<file path="config.mk">
export PLATFORM = sky130hd
export DESIGN_NAME = regfile_mp
export DESIGN_NICKNAME = d
export VERILOG_FILES = /design/src/rtl/regfile_mp.sv
export SDC_FILE = /design/constraint.sdc
export NUM_CORES = 1
export LEC_CHECK = 0
export CAP_MARGIN = 0
export CORE_ASPECT_RATIO = 1.5
export CORE_UTILIZATION = 30
export DETAILED_ROUTE_END_ITERATION = 16
export PLACE_DENSITY = 0.42
export SLEW_MARGIN = 40
export SYNTH_ARGS = -nofsm -noshare
export SYNTH_HDL_FRONTEND = slang
export SYNTH_SLANG_ARGS = --single-unit
</file>
<file path="constraint.sdc">
create_clock -name clk -period 5.22 [get_ports clk]
set_input_delay 0.522 -clock clk [delete_from_list [all_inputs] [get_ports clk]]
set_output_delay 0.522 -clock clk [all_outputs]
set_load 0.1 [all_outputs]
</file>
<file path="src/rtl/regfile_mp.sv">
// rtl/regfile_mp.sv - multi-port integer register file with bypass, pending-write scoreboard and post-reset clear
module regfile_mp #(
    parameter int XLEN   = 32,
    parameter int NREG   = 32,
    parameter int NRD    = 2,
    parameter int NWR    = 1,
    parameter int BYPASS = 1
) (
    input  logic                     clk,
    input  logic                     rst,
    input  logic [NRD*$clog2(NREG)-1:0] rd_addr_i,
    output logic [NRD*XLEN-1:0]      rd_data_o,
    output logic [NRD-1:0]           rd_busy_o,
    input  logic [NWR-1:0]           we_i,
    input  logic [NWR*$clog2(NREG)-1:0] wa_i,
    input  logic [NWR*XLEN-1:0]      wd_i,
    input  logic                     sb_set_i,
    input  logic [$clog2(NREG)-1:0]  sb_addr_i,
    output logic                     ready_o
);
    localparam int AW = $clog2(NREG);

    typedef enum logic {
        S_CLR = 1'b0,
        S_RUN = 1'b1
    } state_t;

    state_t              state_q, state_d;
    logic [AW-1:0]       clr_idx_q, clr_idx_d;
    logic [NREG-1:0]     pending_q, pending_d;
    logic [XLEN-1:0]     mem_q [NREG];
    logic [NWR-1:0]      wr_commit;

    always_comb begin
        wr_commit = '0;
        for (int j = 0; j < NWR; j++) begin
            wr_commit[j] = (state_q == S_RUN) && we_i[j] && (wa_i[j*AW +: AW] != '0);
        end
    end

    always_ff @(posedge clk or posedge rst) begin
        if (rst) begin
            state_q   <= S_CLR;
            clr_idx_q <= AW'(1);
            pending_q <= '0;
        end else begin
            state_q   <= state_d;
            clr_idx_q <= clr_idx_d;
            pending_q <= pending_d;
        end
    end

    always_comb begin
        state_d   = state_q;
        clr_idx_d = clr_idx_q;
        pending_d = pending_q;
        case (state_q)
            S_CLR: begin
                clr_idx_d = clr_idx_q + AW'(1);
                if (clr_idx_q == AW'(NREG - 1)) begin
                    state_d = S_RUN;
                end
            end
            S_RUN: begin
                for (int j = 0; j < NWR; j++) begin
                    if (wr_commit[j]) begin
                        pending_d[wa_i[j*AW +: AW]] = 1'b0;
                    end
                end
                // a producer issued this cycle outranks a retiring older write
                if (sb_set_i) begin
                    pending_d[sb_addr_i] = 1'b1;
                end
            end
            default: state_d = S_CLR;
        endcase
        pending_d[0] = 1'b0;
    end

    // later ports overwrite earlier ones, so the highest index wins
    always_ff @(posedge clk) begin
        if (state_q == S_CLR) begin
            mem_q[clr_idx_q] <= '0;
        end else begin
            for (int j = 0; j < NWR; j++) begin
                if (wr_commit[j]) begin
                    mem_q[wa_i[j*AW +: AW]] <= wd_i[j*XLEN +: XLEN];
                end
            end
        end
    end

    always_comb begin
        logic [AW-1:0]   ra;
        logic [XLEN-1:0] rdata;
        logic            rbusy;
        ra        = '0;
        rdata     = '0;
        rbusy     = 1'b0;
        rd_data_o = '0;
        rd_busy_o = '0;
        for (int k = 0; k < NRD; k++) begin
            ra    = rd_addr_i[k*AW +: AW];
            rdata = mem_q[ra];
            rbusy = pending_q[ra];
            if (BYPASS != 0) begin
                for (int j = 0; j < NWR; j++) begin
                    if (wr_commit[j] && (wa_i[j*AW +: AW] == ra)) begin
                        rdata = wd_i[j*XLEN +: XLEN];
                        rbusy = 1'b0;
                    end
                end
            end
            if ((ra == '0) || (state_q != S_RUN)) begin
                rdata = '0;
                rbusy = 1'b0;
            end
            rd_data_o[k*XLEN +: XLEN] = rdata;
            rd_busy_o[k]              = rbusy;
        end
    end

    assign ready_o = (state_q == S_RUN);

endmodule

</file>
* Word level (Yosys, flattened, before mapping)
Memories as Yosys holds them, arrays and structs flattened.
Cells that the tools add are included.
** Storage, ports and cells
- Register bits :: 37
- Memory bits (writable) :: 1024
- Bits of input ports :: 56
- Memories :: 1
** Cells by class
- Add/subtract/negate cells :: 1
- $lt $le $gt $ge :: 6
- Equality and inequality tests :: 3
- Mux-type cells :: 28
- Bitwise logic cells :: 4
- Reduce and logical (&&, ||, !) cells :: 12
** Memory list
- mem_q :: words 32, bits a word 32, rd ports 2, clocked after Yosys merged registers in 0, write ports 1, line 31 : logic [XLEN-1:0] mem_q [NREG];
** Operator list (count)
- $mux W32 :: 8
- $and A32 B32 Y32 :: 1
- $not A32 Y32 :: 1
- $or A32 B32 Y32 :: 1
- $reduce_or A32 Y1 :: 1
- $lt A5 B6 Y1 const B :: 4
- $mux W1 :: 15
- $bmux W1 S5 :: 2
- $demux W1 S5 :: 2
- $eq A5 B5 Y1 :: 2
- $ge A5 B1 Y1 const B :: 2
- $logic_not A5 Y1 :: 2
- $logic_and A1 B1 Y1 :: 6
- $add A5 B1 Y5 const B :: 1
- $eq A5 B5 Y1 const B :: 1
- $mux W5 :: 1
- $reduce_bool A5 Y1 :: 1
- $logic_or A1 B1 Y1 :: 2
- $not A1 Y1 :: 1

* Longest topological paths before layout
Gate-level depths: netlist (run 1).
- Word-level depth :: 10
- Depth in mapped cells :: 9
- Gate-level depth less buffers :: 5

* Worst setup path after synthesis (run 1)
Ideal clock, no wire load.
- Kind :: input -> output
- Start point :: input port rd_addr_i[8]
- End point :: output port rd_busy_o[1]
- Data arrival time :: 4148 ps
- Data required time :: 4698 ps
- Slack :: 550 ps
- Stages on the path :: 6
- Path buffers :: 4
- Cell sequence :: clkbuf_1 > buf_2 > buf_1 > buf_2 > o21ai_0 > a211oi_1
** On the way
- Cells in the longest elaborated chain, start to end :: 4
- Elaborated cells on any way between the ends :: 8
- Classes of those cells :: eq/ne (1); mux (4); reduce/logical (3)
** Ends and longest elaborated chain
- start, declared :: line 11 : input logic [NRD*$clog2(NREG)-1:0] rd_addr_i,
- $bmux W1 S5 / $eq A5 B5 Y1 (equally long branches) :: line 105, 108
- $mux W1 (not written as such) / $logic_and A1 B1 Y1 (equally long branches) :: line 105, 108
- $mux W1 :: line 108 : if (wr_commit[j] && (wa_i[j*AW +: AW] == ra)) begin
- $mux W1 * :: line 114 : if ((ra == '0) || (state_q != S_RUN)) begin
- end, declared :: line 13 : output logic [NRD-1:0] rd_busy_o,
Mark *: on every way between the ends. The rest lies on a longest branch, timed or not. The select of a mux whose other input is x is not followed.

* Worst setup path in the final report (run 1)
- Start point :: input port wa_i[4]
- End point :: output port rd_data_o[14]
** On the way
- Cells in the longest elaborated chain, start to end :: 5
- Elaborated cells on any way between the ends :: 6
- Classes of those cells :: eq/ne (1); mux (2); reduce/logical (3)
** Ends and longest elaborated chain
- start, declared :: line 15 : input logic [NWR*$clog2(NREG)-1:0] wa_i,
- $reduce_bool A5 Y1 :: line 37 : wr_commit[j] = (state_q == S_RUN) && we_i[j] && (wa_i[j*AW +: AW] != '0);
- $logic_and A1 B1 Y1 :: line 37
- $logic_and A1 B1 Y1 * :: line 108
- $mux W32 * :: line 108
- $mux W32 * :: line 114
- end, declared :: line 12 : output logic [NRD*XLEN-1:0] rd_data_o,
Mark *: on every way between the ends. The rest lies on a longest branch, timed or not.

==> metrics.txt, run 1 <==
CP arrival between 3000 and 4000 ps; WP depth 8; # H-tree levels 3; mean post-synth cell area roughly 19 µm²; Peak VDD IR 0.262 mV; Critical Path End Type primary output; internal power 0.0150 W; number of port buffers 122; Buf+Inv Stages, Crit Path 3; RSZ-0062 raised after global routing no; Setup Buffers After CTS 0; post-route setup slack 750 ps; leakage power between 20 and 25 nW; Post-Synth Adder-Cell Area less than 1%; Seq pwr share 46.9%; worst r2r src ready_o$_DFF_PP0_; Yosys top cell by area edfxtp_1; vias ~29000; Post-Synth XOR/XNOR Area 0.228%; synthesized instance count 2649; Synth area leaders edfxtp_1, mux4_2, mux2i_1; Post-synth EDFFs 1024; largest family of logic cells by synthesized area multiplexers; post-synth top area share 61.6%; DR DRC count 0; crit path kind primary input to primary output; Vias/cell slightly below 6; Slowest Stage Delay on Critical Path 690 ps; FF-to-FF setup slack ~2200 ps; Ys Warns 0; largest net degree at the start of global routing 92; clock latency on the worst-skew pair 750 ps; post-synthesis mux area share 25.9%; Worst-path clk slew 60 ps; Comb pwr share a little under an eighth; Fill cells 15400; max_cap viols 0; pre-CTS setup slack 809 ps; crit-path leading delay family buffers and inverters; final worst path period need about 4500 ps; Clock Tree Buf Depth 3; Commonest cells post-synth edfxtp_1, mux4_2, mux2i_1; core box area 164000 µm²; reg2reg end mem_q[17][23]$_DFFE_PP_; Seq/Total Area, Yosys 63.5%; initial DRC count approximately 2700; Die Wd 335 µm; Final nets between 2000 and 3000; Slew headroom 42.4%; FF+latch count, synth 1061; slowest CP cell o311ai_4; Syn-to-layout area delta 17.8%; count leader, synth edfxtp_1; Cell variety after synth 51; Main synth FF type edfxtp_1; Reg2Reg Depth 4; Final Hold Viols 0; standard-cell rows between 150 and 200; crit-path max FO 20; die height 501 µm; antenna violations before repair 8; CP startpoint kind primary input; average wire per standard cell 34.9 µm; fin. max-slew vios 0; P_sw 0.00512 W; global route overflow 0; first-pass GRT wire length between 200000 and 250000 µm; layout cells sized above 1 33.5%; Inserted Clock Buffers about 110; syn nets between 2000 and 3000; Multi-input gate area 17600 µm²; CP endpoint rd_data_o[14]; root buffer cell clkbuf_16; Synth Area in Compound Gates under 10%; IO Count 123; # hold bufs at CTS 0; Max Fclk 0.224 GHz; Post-DP HPWL 110000 µm; power density over cell area 342 nW/µm²; CTS Sinks about 1100; Hold Path Class primary input to async pin; Critical Path Start wa_i[4]; Clock power frac 41.3%; worst path cell trace clkdlybuf4s50_1 > or3_1 > o311ai_4 > nor3_4 > nor4b_4 > buf_4 > a221o_1 > buf_12; Resized Gates After CTS 0; # setup viols final 0; final WL between 150000 and 200000 µm; fin crit share between 80% and 90%; register area 31700 µm²; sw frac 25.5%; First-pass DRT Iterations 5; Initial Utilization 30.3%; GR Util All Layers 21.3%; total negative slack 0 ps; ANT nets after route 0; Clock Skews 25.6 ps; Async SR Flop Fraction 3.49%; simple logic cell fraction of the synthesized area 2.91%; Die ar. 168000 µm²; Tightest Pin Transition about 850 ps; routability congestion estimate from global placement 0.843; CTS tree done; vias in the first global route 31500; Req. time, crit path approximately 4700 ps; Synth Cell Area around 50000 µm²; status finished, final reports clean
==> worst min path at each step <==
stage / startpoint / endpoint / slack, ps / cells after the start
floorplan: pending_q[26]$_DFFE_PP0P_ / pending_q[26]$_DFFE_PP0P_ / 480 / 2
global placement: pending_q[19]$_DFFE_PP0P_ / pending_q[19]$_DFFE_PP0P_ / 510 / 2
detailed placement: pending_q[21]$_DFFE_PP0P_ / pending_q[21]$_DFFE_PP0P_ / 530 / 2
CTS: rst / pending_q[10]$_DFFE_PP0P_ / 230 / 3
global route: rst / pending_q[10]$_DFFE_PP0P_ / 310 / 3
finish: rst / pending_q[29]$_DFFE_PP0P_ / 240 / 3
==> routing by layer <==
layer  vias to the layer above  GRT usage, %  part of all wire, %
met4                         2          7.25                  3.1
met2                      1248          35.7                   49
met5                         -             0               0.0073
met3                       277          3.96                  6.8
met1                     16200          27.5                   41
li1                      11800             -                    -
==> cell families after synthesis <==
kind of cell / Yosys count
mux: 667
flops: 1061
xor+xnor: 13
compound gates: 402
buf+inv: 226
fa+ha+maj: 2
simple gates: 278
==> flip-flops by register name (all words and copies together), names as in the netlist <==
signal	count
clr_idx_q	5
mem_q	1024
pending_q	31
ready_o	1
==> layout make-up <==
cell class | instances | area share, %
Inverter | 6 | 0.0383
Sequential cell | 1061 | 53.9
Timing Repair Buffer | 259 | 5.05
Multi-Input combinational cell | 1362 | 29.9
Antenna cell | 2 | 0.00851
Clock inverter | 79 | 1.39
Tap cell | 2208 | 4.70
Clock buffer | 130 | 4.99
==> worst register-to-register path: cells and delay by family (launching register included) <==
kind | cells | cell delay, ps
AOI/OAI and AO/OA | 2 | 1110
and+or+nand+nor | 1 | 690
DFF | 1 | 600
buffers and inverters | 1 | 300
==> cell usage in the layout, fill, tap and decap left out, drive strengths merged, types with 6 or more instances in the layout <==
cell type      count
and3               6
o22ai             62
buf              212
o221ai            31
clkinvlp           6
and2              33
nand2             55
inv                9
bufinv            16
nand2b            36
nand3             41
a22oi             63
nor3              35
clkbuf           131
o21ai             69
nor2              37
mux2i            166
or3                8
mux4             497
a32o              32
edfxtp          1024
dfrtp             36
clkdlybuf4s50     46
nand4              6
a21oi             94
clkinv            54
xnor2             13
a221o             32
==> power by group through the flow <==
stage | Clock (W) | Combinational [W] | Sequential, W
6_report | 0.00831 | 0.00237 | 0.00942
5_1_grt | 0.00875 | 0.00248 | 0.00942
4_1_cts | 0.00849 | 0.00239 | 0.00942
2_1_floorplan | 0 | 0.00146 | 0.00959
3_3_place_gp | 0 | 0.00237 | 0.00960
3_5_place_dp | 0 | 0.00239 | 0.00960
==> stage by stage <==
step	cell area, µm²	utilization [%]	hold slack (ps)	instances	total power (W)
floorplan	49900	-	482	2649	0.0111
global placement	55000	33.4	508	4895	0.0120
detailed placement	55000	33.5	526	4896	0.0120
CTS	58800	35.7	233	5105	0.0203
global route	58800	35.8	310	5107	0.0206
finish	58800	35.8	239	5107	0.0201
Note: power is estimated with default switching activity, not from simulation.
==> run 2, diff against run 1 <==
Settings changed: CAP_MARGIN 0 to unset, PLACE_DENSITY 0.42 to 0.43.
Clock period 5.22 ns to 4 ns, I/O delays scaled along.
==> metrics.txt, run 2 (same netlist as run 1, synthesis figures left out) <==
status finished with violations; failing checks setup timing; Seq pwr share 46.8% (about the same); Reg with most FFs mem_q; layout cells sized above 1 34.7% (+1.2 points); Fill cells 15300 (-0.31%); GR Util All Layers 21.1% (-0.11 points); Die ar. 168000 µm² (unchanged); max_cap viols 0 (unchanged); Syn-to-layout area delta 20.4%; # H-tree levels 3 (unchanged); FF-to-FF setup slack 1020 ps (-1160 ps); most common cell after layout, fill and taps aside edfxtp_1; Clock Tree Buf Depth 3 (unchanged); internal power 0.0195 W (+30%); antenna violations before repair 8 (unchanged); worst r2r src ready_o$_DFF_PP0_; Final nets 2940 (+2.8%); first-pass GRT wire length 247000 µm (-0.96%); Final Hold Viols 0 (unchanged); pre-CTS setup slack 68.4 ps (-741 ps); Worst-path clk slew 70 ps (about the same); crit-path max FO 15 (-25%); total power 0.0262 W (+31%); average wire per standard cell 34.2 µm (-1.8%); sw frac 25.5% (+0.075 points); number of port buffers 122 (unchanged); DR DRC count 0 (unchanged); crit path kind primary input to primary output; Placement Cell Area 56400 µm² (+2.4%); final worst path period need 4010 ps; met2 Usage GRT 36.5% (+0.81 points); Inserted Clock Buffers 109 (-2.7%); Slowest Stage Delay on Critical Path 720 ps (+30 ps); reg2reg end mem_q[16][24]$_DFFE_PP_; Multi-input gate area 17600 µm² (about the same); Reg2Reg Depth 7 (+3); Setup Buffers After CTS 0 (unchanged); P_sw 0.00670 W (+31%); Comb pwr share 12.5% (+0.7 points); Final Instance Area 60100 µm² (+2.2%); Req. time, crit path 3600 ps (-1100 ps); Hold Path Class primary input to async pin; Worst path most repeated cell o311ai_4; routability congestion estimate from global placement 0.852 (+1.1%); Clock Skews 24.3 ps (-1.34 ps); Critical Path End Type primary output; clock latency on the worst-skew pair 750 ps (about the same); RSZ-0062 raised after global routing no; Die Wd 335 µm (unchanged); ANT nets after route 0 (unchanged); Max Fclk approximately 0.25 GHz; Top Registers mem_q (1024), pending_q (31), clr_idx_q (5); First-pass DRT Iterations 7 (+2); power density over cell area 437 nW/µm² (+28%); fin. max-slew vios 0 (unchanged); CP startpoint kind primary input; Slew headroom 43.6% (+1.1 points); crit-path leading delay family simple AND/OR/NAND/NOR gates; # setup viols final 1 (+1); Initial Utilization 30.3% (unchanged); fin crit share 100%; CTS Sinks 1061 (unchanged); grt met1 use 26.2% (-1.3 points); Clock power frac 40.7% (-0.6 points); Tightest Pin Transition 840 ps (-14.1 ps); CP arrival 3610 ps (-340 ps); vias in the first global route 31600 (+0.25%); Peak VDD IR 0.358 mV (+37%); post-route insts no fill 5182 (+1.5%); register area 31700 µm² (about the same); IO Count 123 (unchanged); standard-cell rows 182 (unchanged); final WL 177000 µm (-0.39%); vias 29400 (-0.13%); # hold bufs at CTS 0 (unchanged); Placed Cells 4979 (+1.7%); CTS tree done; die height 501 µm (unchanged); initial DRC count 2865 (+5.2%); root buffer cell clkbuf_16; Buf+Inv Stages, Crit Path 4 (+1); Post-DP HPWL 114000 µm (+3.8%); commonest non-fill, non-tap cells in the layout edfxtp_1, mux4_2, mux2i_1; largest net degree at the start of global routing 82 (-11%); max reg flops 1024 (unchanged); global-route met3 utilization 4.69% (+0.73 points); worst path cell trace clkdlybuf4s50_1 > or3_1 > o311ai_4 > buf_4 > o311ai_4 > buf_6 > nor3_1 > a221o_1 > buf_12; Vias/cell 5.68 (-1.6%); core box area 164000 µm² (unchanged); leakage power 20.7 nW (+2.8%); post-route setup slack -13.0 ps (-763 ps); slowest CP cell nor3_1; global route overflow 0 (unchanged); GRT busiest layer met2
## run 2: worst register-to-register path: stages (launching register included)
cell and delay, ps:
dfrtp_2 490, buf_4 250, o311ai_4 120, buf_4 220, nand2_1 100, a21boi_0 660, and3_2 440, buf_4 340
## run 2: worst max-delay path by stage
| stage | cells past startpoint | end | startpoint | slack, ps |
|---|---|---|---|---|
| floorplan | 5 | mem_q[13][0]$_DFFE_PP_ | ready_o$_DFF_PP0_ | 130 |
| global placement | 9 | rd_data_o[18] | wa_i[4] | 60 |
| detailed placement | 9 | rd_data_o[18] | wa_i[4] | 70 |
| CTS | 8 | rd_data_o[3] | ready_o$_DFF_PP0_ | 40 |
| global route | 9 | rd_data_o[9] | wa_i[4] | 50 |
| finish | 9 | rd_data_o[9] | wa_i[4] | -10 |
## run 2: metrics by stage
| step | util, % | TNS, ps | hold slack (ps) |
|---|---|---|---|
| 2_1_floorplan | - | 0 | 482 |
| 3_3_place_gp | 34.3 | 0 | 507 |
| 3_5_place_dp | 34.3 | 0 | 517 |
| 4_1_cts | 36.5 | 0 | 37.7 |
| 5_1_grt | 36.5 | 0 | 123 |
| 6_report | 36.5 | -13.0 | 71.9 |
## run 2: repair_timing
action / 4_1_cts / 5_1_grt
gates resized for setup: 2 / 3
setup endpoints to repair: 6 / 3
cloned: 0 / 0
## run 2: power groups by stage
stage	clock, W	combinational (W)	sequential, W
floorplan	0	0.00191	0.0125
global placement	0	0.00326	0.0125
detailed placement	0	0.00328	0.0125
CTS	0.0109	0.00329	0.0123
global route	0.0113	0.00341	0.0123
finish	0.0107	0.00327	0.0123
## run 2: per-layer routing
| layer | share of wire (%) | vias to the layer above | routed length, µm |
|---|---|---|---|
| met1 | 39 | 16000 | 68900 |
| met3 | 7.4 | 248 | 13200 |
| met2 | 51 | 1279 | 90200 |
| met5 | 0.019 | - | 33 |
| met4 | 2.9 | 4 | 5120 |
| li1 | - | 11900 | - |
## run 2: cell type report
type	instances	share of cell area, %
well taps	2208	4.60
clock inverters	78	1.50
clock buffers	123	4.63
diodes	2	0.00833
flip-flops and latches	1061	52.7
multi-input cells	1362	29.3
repair buffers	342	7.22
inverters	6	0.0375
==> run 3, diff against run 2 <==
Settings changed: CORE_UTILIZATION 30 to 56, PLACE_DENSITY 0.43 to 0.73.
==> metrics.txt, run 3 (same netlist as run 1, synthesis figures left out) <==
core box area 87900 µm² (-47%); largest net degree at the start of global routing 71 (-13%); Worst-path clk slew 60 ps (about the same); GR Util All Layers 35.0% (+14 points); Reg with most FFs mem_q; CP startpoint kind primary input; Final nets 2911 (-0.99%); Post-DP HPWL 96700 µm (-15%); # setup viols final 0 (-1); diode count 0 (-2); routability congestion estimate from global placement 0.915 (+7.3%); global route overflow 0 (unchanged); Slew headroom 39.9% (-3.7 points); Hold Path Class primary input to async pin; Max Fclk 0.266 GHz (+6.7%); vias in the first global route 32300 (+2.3%); Buf+Inv Stages, Crit Path 5 (+1); Top Registers mem_q (1024), pending_q (31), clr_idx_q (5); Resized Gates After CTS 0 (-2); worst hold slack 144 ps (+72.5 ps); Slowest Stage Delay on Critical Path 450 ps (-270 ps); DR DRC count 0 (unchanged); Reg2Reg Depth 7 (unchanged); crit path kind primary input to primary output; Die ar. 90300 µm² (-46%); # H-tree levels 3 (unchanged); Peak VDD IR 0.411 mV (+15%); worst r2r src ready_o$_DFF_PP0_; layout cells sized above 1 34.1% (-0.53 points); commonest non-fill, non-tap cells in the layout edfxtp_1, mux4_2, mux2i_1; CTS Sinks 1061 (unchanged); CP arrival 3360 ps (-250 ps); final worst path period need 3760 ps (-253 ps); status finished, final reports clean; ANT nets after route 0 (unchanged); fin. max-slew vios 0 (unchanged); First-pass DRT Iterations 6 (-1); first-pass GRT wire length 223000 µm (-9.9%); Vias/cell 7.57 (+33%); die height 368 µm (-27%); initial DRC count 4420 (+54%); Initial Utilization 56.8% (+26 points); CTS tree done; worst path cell trace clkdlybuf4s50_1 > or3_1 > buf_4 > o311ai_4 > buf_4 > nor3_4 > nor4b_4 > buf_12 > a221o_1 > buf_12; most common cell after layout, fill and taps aside edfxtp_1; average wire per standard cell 37.8 µm (+10%); leakage power 20.4 nW (-1.6%); number of port buffers 122 (unchanged); Setup Buffers After CTS 0 (unchanged); WP depth 10 (+1); vias 30900 (+5.0%); clock latency on the worst-skew pair 700 ps (-50 ps); power density over cell area 430 nW/µm² (-1.5%); max reg flops 1024 (unchanged); Critical Path End Type primary output; Die Wd 246 µm (-27%); Syn-to-layout area delta 16.2%; final WL 154000 µm (-13%); Final Hold Viols 0 (unchanged); Tightest Pin Transition 900 ps (+59.3 ps); total negative slack 0 ps (+13.0 ps); slowest CP cell or3_1; RSZ-0062 raised after global routing no; reg2reg end mem_q[11][17]$_DFFE_PP_; standard-cell rows 133 (-27%); Final Core Density 66.0% (+29 points); crit-path leading delay family buffers and inverters; antenna violations before repair 1 (-7); # hold bufs at CTS 0 (unchanged); total power 0.0249 W (-5.0%); Clock Tree Buf Depth 3 (unchanged); FF-to-FF setup slack 1200 ps (+180 ps); crit-path max FO 17 (+2); IO Count 123 (unchanged); Inserted Clock Buffers 97 (-11%); Clock Skews 22.1 ps (-2.17 ps); fin crit share 94.0% (-6.3 points); max_cap viols 0 (unchanged); Req. time, crit path 3600 ps (about the same); root buffer cell clkbuf_16
==> run 3: layout make-up <==
| class | count | area (µm²) |
|---|---|---|
| sequential | 1061 | 31700 |
| fill | 5715 | 29900 |
| multi-input combinational | 1362 | 17600 |
| timing repair buffer | 325 | 4050 |
| clock buffer | 115 | 2560 |
| tap | 1147 | 1440 |
| clock inverter | 64 | 634 |
| inverter | 6 | 22.5 |
==> run 3: where the power goes <==
| group | internal (W) | switching, W |
|---|---|---|
| clock | 0.00530 | 0.00420 |
| sequential | 0.0122 | 0.0000370 |
| combinational | 0.00117 | 0.00198 |
==> run 3: how the worst max path moves through the flow <==
stage,start,endpoint
final,wa_i[4],rd_data_o[1]
after global routing,wa_i[4],rd_data_o[1]
after CTS,wa_i[4],rd_data_o[1]
after detailed placement,wa_i[4],mem_q[10][21]$_DFFE_PP_
after global placement,wa_i[4],mem_q[4][6]$_DFFE_PP_
after floorplan,ready_o$_DFF_PP0_,mem_q[13][0]$_DFFE_PP_
==> run 3: worst register-to-register path, cell delays in order (launching register included) <==
cell      delay, ps
dfrtp_1         350
buf_4           320
o311ai_4        200
buf_4           220
mux2i_1         340
nand2_1         350
nor2_4          190
buf_4           410
==> run 3: through the flow <==
stage / setup WS (ps) / instances / instance area [µm²]
global placement: 196 / 3894 / 54600
floorplan: 132 / 2649 / 49900
CTS: 262 / 4080 / 58000
finish: 240 / 4080 / 58000
detailed placement: 231 / 3901 / 54800
global route: 103 / 4080 / 58000
==> run 3: per-layer routing <==
| layer | GRT usage, % | routed length [µm] | up-vias | share of wire (%) |
|---|---|---|---|---|
| li1 | - | - | 11800 | - |
| met1 | 43.9 | 50000 | 15800 | 32 |
| met2 | 55.9 | 74700 | 2589 | 48 |
| met3 | 7.23 | 18000 | 649 | 12 |
| met4 | 22.0 | 11600 | 2 | 7.5 |
| met5 | 0 | 20 | - | 0.013 |
